<file path="src/rtl/sram_bus_arbiter.sv">
// sram_bus_arbiter
// Shares one SRAM-like bus (req / addr_ok / data_ok) between the instruction
// fetch port and the EX/ME data port. A grant is held until the address
// handshake completes, the requester of every accepted transaction is queued
// in an in-order tag FIFO, and each returned response is routed to the
// requester at the head of that FIFO.
//
// Ports:
//   clk, reset            system clock, synchronous active-high reset
//   inst_*                fetch request (req/addr) and response (addr_ok/data_ok/rdata)
//   data_*                load/store request (req/wr/size/wstrb/addr/wdata) and response
//   bus_*                 shared memory bus towards the AXI bridge
//   err_unexpected        sticky flag: a bus response arrived with no transaction outstanding
module sram_bus_arbiter #(
  parameter int OUTST_DEPTH  = 4,
  parameter int STARVE_LIMIT = 4
) (
  input  logic        clk,
  input  logic        reset,
  input  logic        inst_req,
  input  logic [31:0] inst_addr,
  output logic        inst_addr_ok,
  output logic        inst_data_ok,
  output logic [31:0] inst_rdata,
  input  logic        data_req,
  input  logic        data_wr,
  input  logic [1:0]  data_size,
  input  logic [3:0]  data_wstrb,
  input  logic [31:0] data_addr,
  input  logic [31:0] data_wdata,
  output logic        data_addr_ok,
  output logic        data_data_ok,
  output logic [31:0] data_rdata,
  output logic        bus_req,
  output logic        bus_wr,
  output logic [1:0]  bus_size,
  output logic [3:0]  bus_wstrb,
  output logic [31:0] bus_addr,
  output logic [31:0] bus_wdata,
  input  logic        bus_addr_ok,
  input  logic        bus_data_ok,
  input  logic [31:0] bus_rdata,
  output logic        err_unexpected
);

  localparam int PTR_W = $clog2(OUTST_DEPTH);
  localparam int CNT_W = PTR_W + 1;
  localparam int SC_W  = $clog2(STARVE_LIMIT + 1);

  localparam logic [CNT_W-1:0] FIFO_FULL_CNT = CNT_W'(OUTST_DEPTH);
  localparam logic [SC_W-1:0]  STARVE_MAX    = SC_W'(STARVE_LIMIT);

  typedef enum logic {
    FREE,
    LOCKED
  } arb_state_t;

  arb_state_t       state;
  logic             lock_id;
  logic [SC_W-1:0]  starve_cnt;
  logic [PTR_W-1:0] rd_ptr;
  logic [PTR_W-1:0] wr_ptr;
  logic [CNT_W-1:0] fifo_count;
  logic             tag_mem [OUTST_DEPTH];

  logic win_valid;
  logic win_id;
  logic fifo_full;
  logic push;
  logic pop;
  logic head_id;

  // Pick the requester for this cycle. While locked only the locked requester
  // is considered; otherwise data has priority unless inst has been passed
  // over STARVE_LIMIT times in a row, in which case inst is forced through.
  always_comb begin
    win_valid = 1'b0;
    win_id    = 1'b0;
    if (state == LOCKED) begin
      win_id    = lock_id;
      win_valid = lock_id ? data_req : inst_req;
    end else if (data_req && !(inst_req && starve_cnt == STARVE_MAX)) begin
      win_valid = 1'b1;
      win_id    = 1'b1;
    end else if (inst_req) begin
      win_valid = 1'b1;
      win_id    = 1'b0;
    end
  end

  // A full FIFO blocks new requests even if a response frees a slot this
  // same cycle, which keeps bus_req off the response path.
  assign fifo_full = (fifo_count == FIFO_FULL_CNT);
  assign bus_req   = win_valid & ~fifo_full;
  assign push      = bus_req & bus_addr_ok;
  assign pop       = bus_data_ok & (fifo_count != '0);
  assign head_id   = tag_mem[rd_ptr];

  // Request fields follow the winner; fetches are always word reads.
  always_comb begin
    if (win_id) begin
      bus_wr    = data_wr;
      bus_size  = data_size;
      bus_wstrb = data_wstrb;
      bus_addr  = data_addr;
      bus_wdata = data_wdata;
    end else begin
      bus_wr    = 1'b0;
      bus_size  = 2'd2;
      bus_wstrb = 4'b0000;
      bus_addr  = inst_addr;
      bus_wdata = 32'h0;
    end
  end

  assign inst_addr_ok = push & ~win_id;
  assign data_addr_ok = push & win_id;
  assign inst_data_ok = pop & ~head_id;
  assign data_data_ok = pop & head_id;
  assign inst_rdata   = bus_rdata;
  assign data_rdata   = bus_rdata;

  // Arbiter lock: a request that is presented but not accepted keeps the
  // grant until the bus takes the address.
  always_ff @(posedge clk) begin
    if (reset) begin
      state   <= FREE;
      lock_id <= 1'b0;
    end else begin
      case (state)
        FREE: begin
          if (bus_req && !bus_addr_ok) begin
            state   <= LOCKED;
            lock_id <= win_id;
          end
        end
        LOCKED: begin
          if (push) begin
            state <= FREE;
          end
        end
        default: state <= FREE;
      endcase
    end
  end

  // Starvation counter: counts data acceptances that happen while a fetch is
  // waiting, and restarts whenever the fetch gets in or stops asking.
  always_ff @(posedge clk) begin
    if (reset) begin
      starve_cnt <= '0;
    end else if (!inst_req || inst_addr_ok) begin
      starve_cnt <= '0;
    end else if (data_addr_ok && starve_cnt != STARVE_MAX) begin
      starve_cnt <= starve_cnt + SC_W'(1);
    end
  end

  // Tag FIFO pointers and occupancy. Power-of-two depth lets the pointers
  // wrap naturally.
  always_ff @(posedge clk) begin
    if (reset) begin
      rd_ptr     <= '0;
      wr_ptr     <= '0;
      fifo_count <= '0;
    end else begin
      if (push) begin
        wr_ptr <= wr_ptr + PTR_W'(1);
      end
      if (pop) begin
        rd_ptr <= rd_ptr + PTR_W'(1);
      end
      case ({push, pop})
        2'b10:   fifo_count <= fifo_count + CNT_W'(1);
        2'b01:   fifo_count <= fifo_count - CNT_W'(1);
        default: fifo_count <= fifo_count;
      endcase
    end
  end

  // Tag storage needs no reset: entries are only read between push and pop.
  always_ff @(posedge clk) begin
    if (push) begin
      tag_mem[wr_ptr] <= win_id;
    end
  end

  // Sticky error for a response with nothing outstanding; only reset clears it.
  always_ff @(posedge clk) begin
    if (reset) begin
      err_unexpected <= 1'b0;
    end else if (bus_data_ok && fifo_count == '0) begin
      err_unexpected <= 1'b1;
    end
  end

endmodule

</file>
<file path="config.mk">
export PLATFORM = sky130hd
export DESIGN_NAME = sram_bus_arbiter
export DESIGN_NICKNAME = d
export VERILOG_FILES = /design/src/rtl/sram_bus_arbiter.sv
export SDC_FILE = /design/constraint.sdc
export NUM_CORES = 1
export LEC_CHECK = 0
export ABC_AREA = 1
export BUFFER_PORTS_ARGS = -buffer_cell sky130_fd_sc_hd__buf_2
export CAP_MARGIN = 15
export CELL_PAD_IN_SITES_DETAIL_PLACEMENT = 0
export CELL_PAD_IN_SITES_GLOBAL_PLACEMENT = 1
export CORE_ASPECT_RATIO = 0.7
export CORE_UTILIZATION = 20
export DETAILED_ROUTE_END_ITERATION = 6
export PLACE_DENSITY = 0.85
export SYNTH_ARGS = -nofsm -noshare
export SYNTH_HDL_FRONTEND = slang
export SYNTH_SLANG_ARGS = --single-unit
</file>
<file path="constraint.sdc">
create_clock -name clk -period 3.45 [get_ports clk]
set_clock_uncertainty 0.15 [all_clocks]
set_input_delay 0.345 -clock clk [delete_from_list [all_inputs] [get_ports clk]]
set_output_delay 0.345 -clock clk [all_outputs]
set_load 0.01 [all_outputs]
</file>
==> metrics.txt, run 1 <==
# TYPE chip_impl_metric gauge
chip_impl_info{name="run_status",value="finished, final reports clean"} 1
chip_impl_metric{name="finalWirelength",unit="um"} 6756
chip_impl_metric{name="io-pin-count",unit=""} 282
chip_impl_metric{name="setup-tns-final",unit="ps"} 0
chip_impl_metric{name="synth-warning-count",unit=""} 0
chip_impl_metric{name="number_of_setup_buffers_added_after_cts",unit=""} 0
chip_impl_metric{name="instances_no_fill",unit=""} 617
chip_impl_metric{name="cellLeakagePower",unit="uW"} 0.001807
chip_impl_metric{name="groute.usage.overall",unit=""} 0.1070
chip_impl_metric{name="path_max_fanout",unit=""} 29
chip_impl_info{name="mostFrequentLayoutCell",value="sky130_fd_sc_hd__buf_2"} 1
chip_impl_metric{name="synth_seq_area_share",unit=""} 0.1956
chip_impl_info{name="worst_setup_path_start_kind",value="register"} 1
chip_impl_metric{name="max_cap_violations",unit=""} 0
chip_impl_metric{name="place.port_buffers",unit=""} 185
chip_impl_metric{name="grt_max_degree",unit=""} 36
chip_impl_info{name="endpoint_kind",value="primary output"} 1
chip_impl_metric{name="num_antenna_cells",unit=""} 0
chip_impl_metric{name="grt_antenna_before_repair",unit=""} 0
chip_impl_metric{name="core_area",unit="mm2"} 0.01040
chip_impl_metric{name="cts.reportedPaths.clkPinSlew",unit="ps"} 50
chip_impl_metric{name="mappedNetlistArea",unit="mm2"} 0.002150
chip_impl_metric{name="post-route-min-period",unit="ps"} 2505
chip_impl_metric{name="area.growth.synth_to_final",unit="%"} 30.33
chip_impl_metric{name="clock_sink_count",unit=""} 19
chip_impl_metric{name="max_clock_freq",unit="MHz"} 399.2
chip_impl_metric{name="min_delay_path_depth",unit=""} 2
chip_impl_info{name="path_class",value="register to primary output"} 1
chip_impl_metric{name="synthesis.nets",unit=""} 517
chip_impl_info{name="timing.hold.worst.class",value="primary input to register"} 1
chip_impl_metric{name="fraction_of_final_layout_cells_with_drive_strength_greater_than_1",unit=""} 0.4144
chip_impl_metric{name="finalPower",unit="uW"} 1238
chip_impl_metric{name="globalRoute.totalOverflow",unit=""} 0
chip_impl_metric{name="final.period_utilization",unit=""} 0.7261
chip_impl_metric{name="avgViaCountPerCell",unit=""} 3.963
chip_impl_info{name="clk_root_buffer_cell",value="sky130_fd_sc_hd__clkbuf_16"} 1
chip_impl_info{name="largest_area_contributor_in_the_netlist",value="sky130_fd_sc_hd__buf_4"} 1
chip_impl_metric{name="die_width",unit="um"} 125.9
chip_impl_metric{name="drc_errors",unit=""} 0
chip_impl_metric{name="cts-hold-fix-buffers",unit=""} 0
chip_impl_metric{name="drt_iter0_drcs",unit=""} 135
chip_impl_metric{name="worst_vdd_drop",unit="V"} 0.0002256
chip_impl_metric{name="hold_viol",unit=""} 0
chip_impl_info{name="synth_top_cells_by_area",value="sky130_fd_sc_hd__buf_4, sky130_fd_sc_hd__nand2_1, sky130_fd_sc_hd__dfxtp_1"} 1
chip_impl_metric{name="detailedRoute.firstPassIterationCount",unit=""} 4
chip_impl_info{name="clock_tree_from_tritoncts",value="done"} 1
chip_impl_metric{name="vias",unit=""} 2445
chip_impl_metric{name="gp_congestion",unit=""} 0.7942
chip_impl_metric{name="synth.distinct_cells",unit=""} 22
chip_impl_metric{name="detailed_place_hpwl",unit="um"} 5705
chip_impl_metric{name="tightestPinTransition",unit="ps"} 338.4
chip_impl_metric{name="cts_max_path_buffers",unit=""} 2
chip_impl_info{name="layout.cells.most_common_list",value="sky130_fd_sc_hd__buf_2, sky130_fd_sc_hd__nand2_1, sky130_fd_sc_hd__inv_1"} 1
chip_impl_metric{name="worstSkewPairLatency",unit="ps"} 250
chip_impl_metric{name="rows",unit=""} 31
chip_impl_metric{name="first_global_vias",unit=""} 2040
chip_impl_metric{name="postSynthRegisterBits",unit=""} 19
chip_impl_metric{name="grt_first_pass_wirelength",unit="um"} 9556
chip_impl_metric{name="route.detailed.wl_per_inst",unit="um"} 10.95
chip_impl_metric{name="cts-resized-gates",unit=""} 0
chip_impl_metric{name="synth_largest_type_area_fraction",unit=""} 0.2235
chip_impl_metric{name="die_h",unit="um"} 88.74
chip_impl_info{name="rsz0062_at_grt",value="false"} 1
chip_impl_metric{name="initial_core_utilization",unit=""} 0.2068
chip_impl_metric{name="die-area",unit="mm2"} 0.01117
chip_impl_metric{name="setup_viol_count_final",unit=""} 0
chip_impl_metric{name="cp.arrival",unit="ps"} 2010
chip_impl_metric{name="tritoncts_buffers",unit=""} 3
chip_impl_metric{name="cts_htree_levels",unit=""} 1
chip_impl_metric{name="worst_ep_required_time",unit="ps"} 2950
chip_impl_metric{name="drv_slew",unit=""} 0
chip_impl_metric{name="power.density",unit="mW/mm2"} 442.0
chip_impl_metric{name="synth_area_per_cell",unit="um2"} 5.841
chip_impl_metric{name="postRouteAntennaNets",unit=""} 0
chip_impl_metric{name="holdWs",unit="ps"} 127.6
chip_impl_metric{name="netlist_instances",unit=""} 368
chip_impl_metric{name="design.final.nets",unit=""} 635
chip_impl_metric{name="dp_cells",unit=""} 613
chip_impl_metric{name="slew_headroom",unit=""} 0.7736
chip_impl_metric{name="reg2regPathDepth",unit=""} 11
[final cells by class]
type	instances	area (um2)
sequential	19	420.4
multi-input combinational	213	958.4
tap	132	165.2
fill	1172	7594
clock buffer	3	75.07
clock inverter	1	5.005
inverter	61	229.0
timing repair buffer	188	948.4
[path summary, 6_finish.rpt]
check	endpoint	start	slack (ps)
min	err_unexpected	reset	130
max	bus_addr[10]	starve_cnt[0]	940
max reg2reg	fifo_count[2]	register	1200
min reg2reg	err_unexpected	err_unexpected	290
[layer usage]
metal  wire, um  global-route usage  part of all wire  vias up
met3        693             0.04716              0.10        2
met2       2895              0.1597              0.43      136
met4         13            0.009858            0.0019        0
met1       3153              0.1459              0.47     1053
met5          0                   0                 0        -
li1           -                   -                 -     1254
[worst max-delay path, cell delays in order (launching register included)]
cell,delay (ps)
sky130_fd_sc_hd__dfxtp_1,350
sky130_fd_sc_hd__inv_1,60
sky130_fd_sc_hd__ha_1,200
sky130_fd_sc_hd__nand3_1,110
sky130_fd_sc_hd__nand3_1,70
sky130_fd_sc_hd__nand2_1,250
sky130_fd_sc_hd__buf_4,390
sky130_fd_sc_hd__nand2_1,90
sky130_fd_sc_hd__nand2_1,90
sky130_fd_sc_hd__buf_2,130
[Yosys cell counts]
library cell / instances
sky130_fd_sc_hd__a21oi_1: 15
sky130_fd_sc_hd__a21oi_2: 1
sky130_fd_sc_hd__a32oi_1: 1
sky130_fd_sc_hd__buf_2: 10
sky130_fd_sc_hd__buf_4: 64
sky130_fd_sc_hd__buf_6: 1
sky130_fd_sc_hd__dfxtp_1: 15
sky130_fd_sc_hd__edfxtp_1: 4
sky130_fd_sc_hd__fa_1: 1
sky130_fd_sc_hd__ha_1: 7
sky130_fd_sc_hd__inv_1: 59
sky130_fd_sc_hd__inv_2: 2
sky130_fd_sc_hd__nand2_1: 113
sky130_fd_sc_hd__nand2_2: 3
sky130_fd_sc_hd__nand3_1: 6
sky130_fd_sc_hd__nand3_2: 2
sky130_fd_sc_hd__nand4_1: 2
sky130_fd_sc_hd__nor2_1: 50
sky130_fd_sc_hd__o21ai_0: 8
sky130_fd_sc_hd__o21ai_1: 2
sky130_fd_sc_hd__or2_2: 1
sky130_fd_sc_hd__xor2_1: 1
[where the power goes]
part	internal [uW]	switching (uW)
clock network	155	80.7
registers	273	23.3
logic	271	436
total	699	540
[stage by stage]
step / utilization / worst slack, ps / cell area (um2)
final: 0.2695 / 945.0 / 2801
after global placement: 0.2618 / 1247 / 2721
after floorplan: - / 1430 / 2150
after global routing: 0.2695 / 714.7 / 2801
after detailed placement: 0.2618 / 1179 / 2721
after CTS: 0.2695 / 904.4 / 2801
[kinds of logic (layout without fill, tap and decap cells)]
| family | Yosys count | count (layout) | synth area share |
|---|---|---|---|
| AOI/OAI and AO/OA | 27 | 27 | 0.06636 |
| xor gates and xnor gates | 1 | 1 | 0.004075 |
| adders and majority gates | 8 | 8 | 0.05006 |
| buffers and inverters | 136 | 253 | 0.3586 |
| DFF | 19 | 19 | 0.1956 |
| and+or+nand+nor | 177 | 177 | 0.3254 |
Note: power is estimated with default switching activity, not from simulation.
==> run 2, diff against run 1 <==
--- a/config.mk
+++ b/config.mk
@@ -5,15 +5,15 @@
 export SDC_FILE = /design/constraint.sdc
 export NUM_CORES = 1
 export LEC_CHECK = 0
-export ABC_AREA = 1
+export ABC_AREA = 0
 export BUFFER_PORTS_ARGS = -buffer_cell sky130_fd_sc_hd__buf_2
 export CAP_MARGIN = 15
 export CELL_PAD_IN_SITES_DETAIL_PLACEMENT = 0
 export CELL_PAD_IN_SITES_GLOBAL_PLACEMENT = 1
 export CORE_ASPECT_RATIO = 0.7
-export CORE_UTILIZATION = 20
+export CORE_UTILIZATION = 18
 export DETAILED_ROUTE_END_ITERATION = 6
-export PLACE_DENSITY = 0.85
+export PLACE_DENSITY = 0.73
 export SYNTH_ARGS = -nofsm -noshare
 export SYNTH_HDL_FRONTEND = slang
 export SYNTH_SLANG_ARGS = --single-unit
==> constraint.sdc (replaced) <==
create_clock -name clk -period 2.1 [get_ports clk]
set_clock_uncertainty 0.15 [all_clocks]
set_input_delay 0.21 -clock clk [delete_from_list [all_inputs] [get_ports clk]]
set_output_delay 0.21 -clock clk [all_outputs]
set_load 0.01 [all_outputs]
==> run 2 against run 1 <==
Core utilization increased by 5.9 points. Critical endpoint is now bus_addr[21]. Routed wire length increased by 14%. Global-route usage decreased by 1.3 points. Synthesized cell count decreased by 33%. Via count decreased by 11%. Largest cell class is now non-clock buffers. Final cell count decreased by 9.9%. Largest power group unchanged. Non-clock buffer count increased by 34. Critical path depth decreased by 1. Sequential cell count unchanged. Clock power increased by 64%. The flow now finishes with violations (setup timing).
==> metrics.txt, run 2 <==
# TYPE chip_impl_metric gauge
chip_impl_info{name="run_status",value="finished, violations left"} 1
chip_impl_info{name="failed_checks",value="setup timing"} 1
chip_impl_info{name="rsz0062_at_grt",value="true"} 1
chip_impl_metric{name="avgViaCountPerCell",unit=""} 3.915
chip_impl_info{name="hold_path.startpoint",value="bus_data_ok"} 1
chip_impl_metric{name="power.density",unit="mW/mm2"} 640.9
chip_impl_info{name="timing.hold.worst.class",value="primary input to register"} 1
chip_impl_metric{name="dp_cells",unit=""} 531
chip_impl_info{name="largest_area_contributor_in_the_netlist",value="sky130_fd_sc_hd__buf_4"} 1
chip_impl_metric{name="cp.arrival",unit="ps"} 1890
chip_impl_metric{name="first_global_vias",unit=""} 1864
chip_impl_metric{name="synth_enable_flop_cells",unit=""} 4
chip_impl_metric{name="grt_first_pass_wirelength",unit="um"} 9335
chip_impl_metric{name="synth_largest_type_area_fraction",unit=""} 0.2191
chip_impl_metric{name="clock_sink_count",unit=""} 19
chip_impl_metric{name="die-area",unit="mm2"} 0.01264
chip_impl_metric{name="post-route-min-period",unit="ps"} 2254
chip_impl_metric{name="mappedNetlistArea",unit="mm2"} 0.002193
chip_impl_info{name="worstReg2RegEnd",value="fifo_count[2]"} 1
chip_impl_info{name="synth_top_cells_by_area",value="sky130_fd_sc_hd__buf_4, sky130_fd_sc_hd__dfxtp_1, sky130_fd_sc_hd__mux2_4"} 1
chip_impl_metric{name="gp_congestion",unit=""} 0.7555
chip_impl_metric{name="rows",unit=""} 33
chip_impl_info{name="ys.flop_type",value="sky130_fd_sc_hd__dfxtp_1"} 1
chip_impl_metric{name="worst_vdd_drop",unit="V"} 0.0005616
chip_impl_info{name="path_class",value="register to primary output"} 1
chip_impl_metric{name="vias",unit=""} 2177
chip_impl_metric{name="design.final.nets",unit=""} 549
chip_impl_metric{name="io-pin-count",unit=""} 282
chip_impl_info{name="critical_path.reg2reg.startpoint",value="lock_id"} 1
chip_impl_metric{name="drt_iter0_drcs",unit=""} 48
chip_impl_metric{name="holdWs",unit="ps"} 75.60
chip_impl_metric{name="fraction_of_final_layout_cells_with_drive_strength_greater_than_1",unit=""} 0.7444
chip_impl_metric{name="netlist_instances",unit=""} 247
chip_impl_metric{name="final.period_utilization",unit=""} 1.073
chip_impl_metric{name="globalRoute.totalOverflow",unit=""} 0
chip_impl_metric{name="synth.distinct_cells",unit=""} 37
chip_impl_metric{name="layout_setup_ws",unit="ps"} -153.9
chip_impl_metric{name="dp_worst_slack",unit="ps"} -181.6
chip_impl_metric{name="drv_slew",unit=""} 0
chip_impl_info{name="mostFrequentLayoutCell",value="sky130_fd_sc_hd__buf_2"} 1
chip_impl_info{name="yosysMostFrequentCell",value="sky130_fd_sc_hd__buf_4"} 1
chip_impl_metric{name="worst_ep_required_time",unit="ps"} 1740
chip_impl_metric{name="postSynthRegisterBits",unit=""} 19
chip_impl_info{name="clock_tree_from_tritoncts",value="done"} 1
chip_impl_metric{name="setup_viol_count_final",unit=""} 53
chip_impl_metric{name="min_delay_path_depth",unit=""} 3
chip_impl_metric{name="hold_viol",unit=""} 0
chip_impl_metric{name="synth_area_per_cell",unit="um2"} 8.880
chip_impl_metric{name="die_h",unit="um"} 94.36
chip_impl_info{name="critPathLaunch",value="starve_cnt[1]"} 1
chip_impl_metric{name="path_max_fanout",unit=""} 6
chip_impl_info{name="layout.cells.most_common_list",value="sky130_fd_sc_hd__buf_2, sky130_fd_sc_hd__buf_6, sky130_fd_sc_hd__mux2_4"} 1
chip_impl_metric{name="grt_antenna_before_repair",unit=""} 0
chip_impl_metric{name="worstSkewPairLatency",unit="ps"} 250
chip_impl_metric{name="synth_seq_area_share",unit=""} 0.1917
chip_impl_metric{name="drc_errors",unit=""} 0
chip_impl_metric{name="detailedRoute.firstPassIterationCount",unit=""} 4
chip_impl_metric{name="cts-hold-fix-buffers",unit=""} 0
chip_impl_metric{name="tightestPinTransition",unit="ps"} 370.1
chip_impl_metric{name="cts_max_path_buffers",unit=""} 2
chip_impl_metric{name="timing.reg2reg.setup_slack",unit="ps"} -150
chip_impl_metric{name="synth-warning-count",unit=""} 0
chip_impl_metric{name="groute.usage.overall",unit=""} 0.09380
chip_impl_metric{name="die_width",unit="um"} 133.9
chip_impl_metric{name="route.detailed.wl_per_inst",unit="um"} 13.80
chip_impl_metric{name="detailed_place_hpwl",unit="um"} 5334
chip_impl_metric{name="instances_no_fill",unit=""} 556
chip_impl_metric{name="postRouteAntennaNets",unit=""} 0
chip_impl_metric{name="finalPower",unit="uW"} 2479
chip_impl_metric{name="place.port_buffers",unit=""} 185
chip_impl_info{name="synth.top_cells.by_count",value="sky130_fd_sc_hd__buf_4, sky130_fd_sc_hd__nor2b_1, sky130_fd_sc_hd__mux2_4, sky130_fd_sc_hd__nor2_1, sky130_fd_sc_hd__dfxtp_1"} 1
chip_impl_metric{name="num_antenna_cells",unit=""} 0
chip_impl_metric{name="cts_htree_levels",unit=""} 1
chip_impl_info{name="worst_setup_path_start_kind",value="register"} 1
chip_impl_metric{name="grt_max_degree",unit=""} 22
chip_impl_info{name="min_delay_worst_endpoint",value="err_unexpected"} 1
chip_impl_metric{name="max_clock_freq",unit="MHz"} 443.7
chip_impl_metric{name="reg2regPathDepth",unit=""} 9
chip_impl_metric{name="area.growth.synth_to_final",unit="%"} 76.33
chip_impl_metric{name="synthesis.nets",unit=""} 396
chip_impl_metric{name="finalWirelength",unit="um"} 7675
chip_impl_metric{name="cts.reportedPaths.clkPinSlew",unit="ps"} 50
chip_impl_info{name="endpoint_kind",value="primary output"} 1
chip_impl_metric{name="slew_headroom",unit=""} 0.7528
chip_impl_metric{name="initial_core_utilization",unit=""} 0.1864
chip_impl_metric{name="postSynth.asyncResetShare",unit=""} 0
chip_impl_metric{name="core_area",unit="mm2"} 0.01177
chip_impl_metric{name="cellLeakagePower",unit="uW"} 0.001984
chip_impl_info{name="clk_root_buffer_cell",value="sky130_fd_sc_hd__clkbuf_16"} 1
chip_impl_metric{name="tritoncts_buffers",unit=""} 3
chip_impl_metric{name="max_cap_violations",unit=""} 0
run 2: changes by cell type in the layout (fill, tap and decap cells not counted), sizes merged, moves of 3 or more:
cell / change
mux2: +33
a21oi: -10
buf: +31
nor2: -33
and2: +5
nand3: -6
nand2: -112
inv: -50
nor2b: +39
clkbuf: +3
o21ai: -6
run 2: cell type report:
class                   instances  area, um2
inverters                      11      43.79
multi-input cells             143       1425
clock inverters                 1      5.005
clock buffers                   3      75.07
repair buffers                222       1698
flip-flops and latches         19      424.2
well taps                     157      196.4
fillers                      1208       7900
run 2: critical path: stages, from the launching register on:
cell and delay [ps]:
sky130_fd_sc_hd__dfxtp_2 330, sky130_fd_sc_hd__inv_2 50, sky130_fd_sc_hd__ha_4 150, sky130_fd_sc_hd__and3_4 160, sky130_fd_sc_hd__o21a_4 250, sky130_fd_sc_hd__buf_8 150
sky130_fd_sc_hd__buf_6 130, sky130_fd_sc_hd__mux2_4 300, sky130_fd_sc_hd__buf_6 120
run 2: metal layers:
layer  vias up  GRT usage  share of wire
met1      1008     0.1307           0.44
met5         -          0              0
met3         2    0.04616          0.098
li1       1048          -              -
met2       119     0.1295           0.46
met4         0    0.01326         0.0029
run 2: stage by stage:
| step | TNS, ps | util | cell area [um2] |
|---|---|---|---|
| 2_1_floorplan | -135.2 | - | 2213 |
| 3_3_place_gp | -109.6 | 0.2483 | 2922 |
| 3_5_place_dp | -201.8 | 0.2483 | 2922 |
| 4_1_cts | -5335 | 0.2803 | 3298 |
| 5_1_grt | -9110 | 0.3287 | 3867 |
| 6_report | -4235 | 0.3287 | 3867 |
run 2: logic make-up after synthesis:
logic type / count (synthesis) / synth area share
flops: 19 / 0.1917
xor+xnor: 5 / 0.01997
fa+ha+maj: 8 / 0.04906
compound gates: 17 / 0.05134
buf+inv: 85 / 0.2715
simple gates: 77 / 0.1951
mux: 36 / 0.2213
run 2: worst max-delay path by stage:
stage / end / slack (ps) / cells past startpoint
CTS: fifo_count[2] / -150 / 9
finish: bus_addr[21] / -150 / 8
global route: fifo_count[2] / -230 / 9
global placement: fifo_count[2] / -110 / 9
detailed placement: fifo_count[2] / -180 / 9
floorplan: fifo_count[2] / -130 / 9
run 2: power by group:
part           leakage [uW]  internal (uW)  switching, uW
Clock             0.0000409            255            131
Combinational       0.00178            925            677
Sequential         0.000161            449           42.4
run 2: what timing repair did:
action                     4_1_cts  5_1_grt
cloned                           2        4
setup endpoints to repair       67       75
buffers inserted                 9        7
pin swaps                        4        4
gates resized for setup         33       89
==> run 3, diff against run 2 <==
--- a/config.mk
+++ b/config.mk
@@ -11,9 +11,10 @@
 export CELL_PAD_IN_SITES_DETAIL_PLACEMENT = 0
 export CELL_PAD_IN_SITES_GLOBAL_PLACEMENT = 1
 export CORE_ASPECT_RATIO = 0.7
-export CORE_UTILIZATION = 18
+export CORE_UTILIZATION = 20
 export DETAILED_ROUTE_END_ITERATION = 6
-export PLACE_DENSITY = 0.73
+export PLACE_DENSITY = 0.77
+export RECOVER_POWER = 50
 export SYNTH_ARGS = -nofsm -noshare
 export SYNTH_HDL_FRONTEND = slang
 export SYNTH_SLANG_ARGS = --single-unit
==> constraint.sdc (replaced) <==
create_clock -name clk -period 2.5 [get_ports clk]
set_clock_uncertainty 0.15 [all_clocks]
set_input_delay 0.25 -clock clk [delete_from_list [all_inputs] [get_ports clk]]
set_output_delay 0.25 -clock clk [all_outputs]
set_load 0.01 [all_outputs]
==> run 3 against run 2 <==
The run now ends clean. Highest routed layer is now met3. Sequential share of layout area rose by 3.5 points. Largest power group unchanged. Largest cell class is now multi-input combinational cells. Routed wire length up 7.8%. Clock power down 17%. Via count down 8.0%.
==> metrics.txt, run 3 (synthesized netlist as in run 2, its figures left out) <==
# TYPE chip_impl_metric gauge
chip_impl_info{name="layout.cells.most_common_list",value="sky130_fd_sc_hd__buf_2, sky130_fd_sc_hd__nor2b_1, sky130_fd_sc_hd__mux2_4"} 1
chip_impl_metric{name="dp_cells",unit=""} 510
chip_impl_info{name="timing.hold.worst.class",value="primary input to register"} 1
chip_impl_metric{name="max_cap_violations",unit=""} 0
chip_impl_metric{name="io-pin-count",unit=""} 282
chip_impl_metric{name="avgViaCountPerCell",unit=""} 3.887
chip_impl_metric{name="instances_no_fill",unit=""} 515
chip_impl_metric{name="initial_core_utilization",unit=""} 0.2087
chip_impl_metric{name="worstSkewPairLatency",unit="ps"} 250
chip_impl_metric{name="gp_congestion",unit=""} 0.7782
chip_impl_metric{name="cts_max_path_buffers",unit=""} 2
chip_impl_metric{name="tightestPinTransition",unit="ps"} 377.3
chip_impl_metric{name="vias",unit=""} 2002
chip_impl_metric{name="setup_viol_count_final",unit=""} 0
chip_impl_metric{name="final.period_utilization",unit=""} 0.9723
chip_impl_metric{name="power_switching_share",unit=""} 0.3602
chip_impl_metric{name="cts.reportedPaths.clkPinSlew",unit="ps"} 50
chip_impl_metric{name="cts-resized-gates",unit=""} 0
chip_impl_metric{name="first_global_vias",unit=""} 1659
chip_impl_metric{name="utilization",unit=""} 0.2785
chip_impl_metric{name="design.final.nets",unit=""} 517
chip_impl_metric{name="path_max_fanout",unit=""} 3
chip_impl_metric{name="power.density",unit="mW/mm2"} 552.9
chip_impl_metric{name="grt_first_pass_wirelength",unit="um"} 10140
chip_impl_metric{name="core_area",unit="mm2"} 0.01051
chip_impl_metric{name="cp.arrival",unit="ps"} 2460
chip_impl_metric{name="tritoncts_buffers",unit=""} 3
chip_impl_metric{name="layout_setup_ws",unit="ps"} 69.30
chip_impl_metric{name="finalWirelength",unit="um"} 8276
chip_impl_metric{name="area.growth.synth_to_final",unit="%"} 33.49
chip_impl_info{name="mostFrequentLayoutCell",value="sky130_fd_sc_hd__buf_2"} 1
chip_impl_info{name="clk_root_buffer_cell",value="sky130_fd_sc_hd__clkbuf_16"} 1
chip_impl_metric{name="hold_viol",unit=""} 0
chip_impl_metric{name="internal_power",unit="uW"} 1036
chip_impl_info{name="rsz0062_at_grt",value="true"} 1
chip_impl_metric{name="drt_iter0_drcs",unit=""} 54
chip_impl_metric{name="route.detailed.wl_per_inst",unit="um"} 16.07
chip_impl_metric{name="worst_vdd_drop",unit="V"} 0.0005534
chip_impl_metric{name="die_width",unit="um"} 127.2
chip_impl_metric{name="die_h",unit="um"} 89.62
chip_impl_info{name="clock_tree_from_tritoncts",value="done"} 1
chip_impl_metric{name="fraction_of_final_layout_cells_with_drive_strength_greater_than_1",unit=""} 0.6431
chip_impl_metric{name="cts-hold-fix-buffers",unit=""} 0
chip_impl_metric{name="postRouteAntennaNets",unit=""} 0
chip_impl_metric{name="slew_headroom",unit=""} 0.7479
chip_impl_info{name="run_status",value="finished, final reports clean"} 1
chip_impl_metric{name="detailedRoute.firstPassIterationCount",unit=""} 4
chip_impl_metric{name="grt_antenna_before_repair",unit=""} 0
chip_impl_metric{name="grt_max_degree",unit=""} 45
chip_impl_metric{name="worst_ep_required_time",unit="ps"} 2530
chip_impl_metric{name="drv_slew",unit=""} 0
chip_impl_metric{name="setup-tns-final",unit="ps"} 0
chip_impl_metric{name="combPwrFrac",unit=""} 0.536
chip_impl_metric{name="clock_sink_count",unit=""} 19
chip_impl_info{name="path_class",value="register to register"} 1
chip_impl_metric{name="drc_errors",unit=""} 0
chip_impl_metric{name="rows",unit=""} 31
chip_impl_metric{name="die-area",unit="mm2"} 0.01140
chip_impl_metric{name="dp_worst_slack",unit="ps"} 66.61
chip_impl_info{name="endpoint_kind",value="register"} 1
chip_impl_info{name="worst_setup_path_start_kind",value="register"} 1
chip_impl_metric{name="globalRoute.totalOverflow",unit=""} 0
chip_impl_metric{name="detailed_place_hpwl",unit="um"} 7302
chip_impl_metric{name="post-route-min-period",unit="ps"} 2431
chip_impl_metric{name="cellLeakagePower",unit="uW"} 0.001531
chip_impl_metric{name="max_clock_freq",unit="MHz"} 411.4
chip_impl_metric{name="power_frac_seq",unit=""} 0.266
chip_impl_metric{name="cts_htree_levels",unit=""} 1
chip_impl_metric{name="p_switching",unit="uW"} 583.1
chip_impl_metric{name="num_antenna_cells",unit=""} 0
chip_impl_metric{name="number_of_setup_buffers_added_after_cts",unit=""} 0
chip_impl_metric{name="place.port_buffers",unit=""} 185
chip_impl_metric{name="power.share.clock",unit=""} 0.199
chip_impl_metric{name="groute.usage.overall",unit=""} 0.1215
## run 3: worst paths after layout
check	cells past startpoint	slack [ps]	start	end
setup / recovery	9	70	lock_id	fifo_count[2]
hold / removal	3	120	bus_data_ok	err_unexpected
setup reg to reg	9	70	lock_id	fifo_count[2]
hold reg to reg	2	330	err_unexpected	err_unexpected
## run 3: final cells by class
| type | count | area (um2) |
|---|---|---|
| Inverter | 11 | 41.29 |
| Sequential cell | 19 | 424.2 |
| Clock buffer | 3 | 75.07 |
| Timing Repair Buffer | 190 | 1003 |
| Fill cell | 1136 | 7584 |
| Tap cell | 148 | 185.2 |
| Clock inverter | 1 | 5.005 |
| Multi-Input combinational cell | 143 | 1194 |
## run 3: per-stage QoR
stage	instance area [um2]	power, uW	hold slack, ps
3_3_place_gp	2800	1256	303.0
2_1_floorplan	2193	1070	169.1
3_5_place_dp	2800	1271	310.2
4_1_cts	2880	1601	110.4
6_report	2928	1619	115.4
5_1_grt	2928	1735	130.7
## run 3: routing by layer
layer / global-route usage / up-vias / wire length (um)
met5: 0 / - / 0
met4: 0.006494 / 0 / 0
met3: 0.05213 / 0 / 794
met2: 0.2153 / 148 / 4227
met1: 0.1445 / 879 / 3254
li1: - / 975 / -
## run 3: worst max-delay path, cell delays in order, from the launching register on
cell	delay, ps
sky130_fd_sc_hd__dfxtp_2	340
sky130_fd_sc_hd__mux2_2	350
sky130_fd_sc_hd__o211a_1	240
sky130_fd_sc_hd__inv_2	60
sky130_fd_sc_hd__ha_2	180
sky130_fd_sc_hd__inv_1	60
sky130_fd_sc_hd__fa_1	370
sky130_fd_sc_hd__xor2_1	160
sky130_fd_sc_hd__or3_1	320
sky130_fd_sc_hd__a21oi_2	140
## run 3: power groups by stage
stage	clock network [uW]	registers, uW	logic, uW
finish	321	431	867
global route	342	441	953
CTS	330	427	844
detailed placement	0	433	837
global placement	0	428	828
floorplan	0	425	645
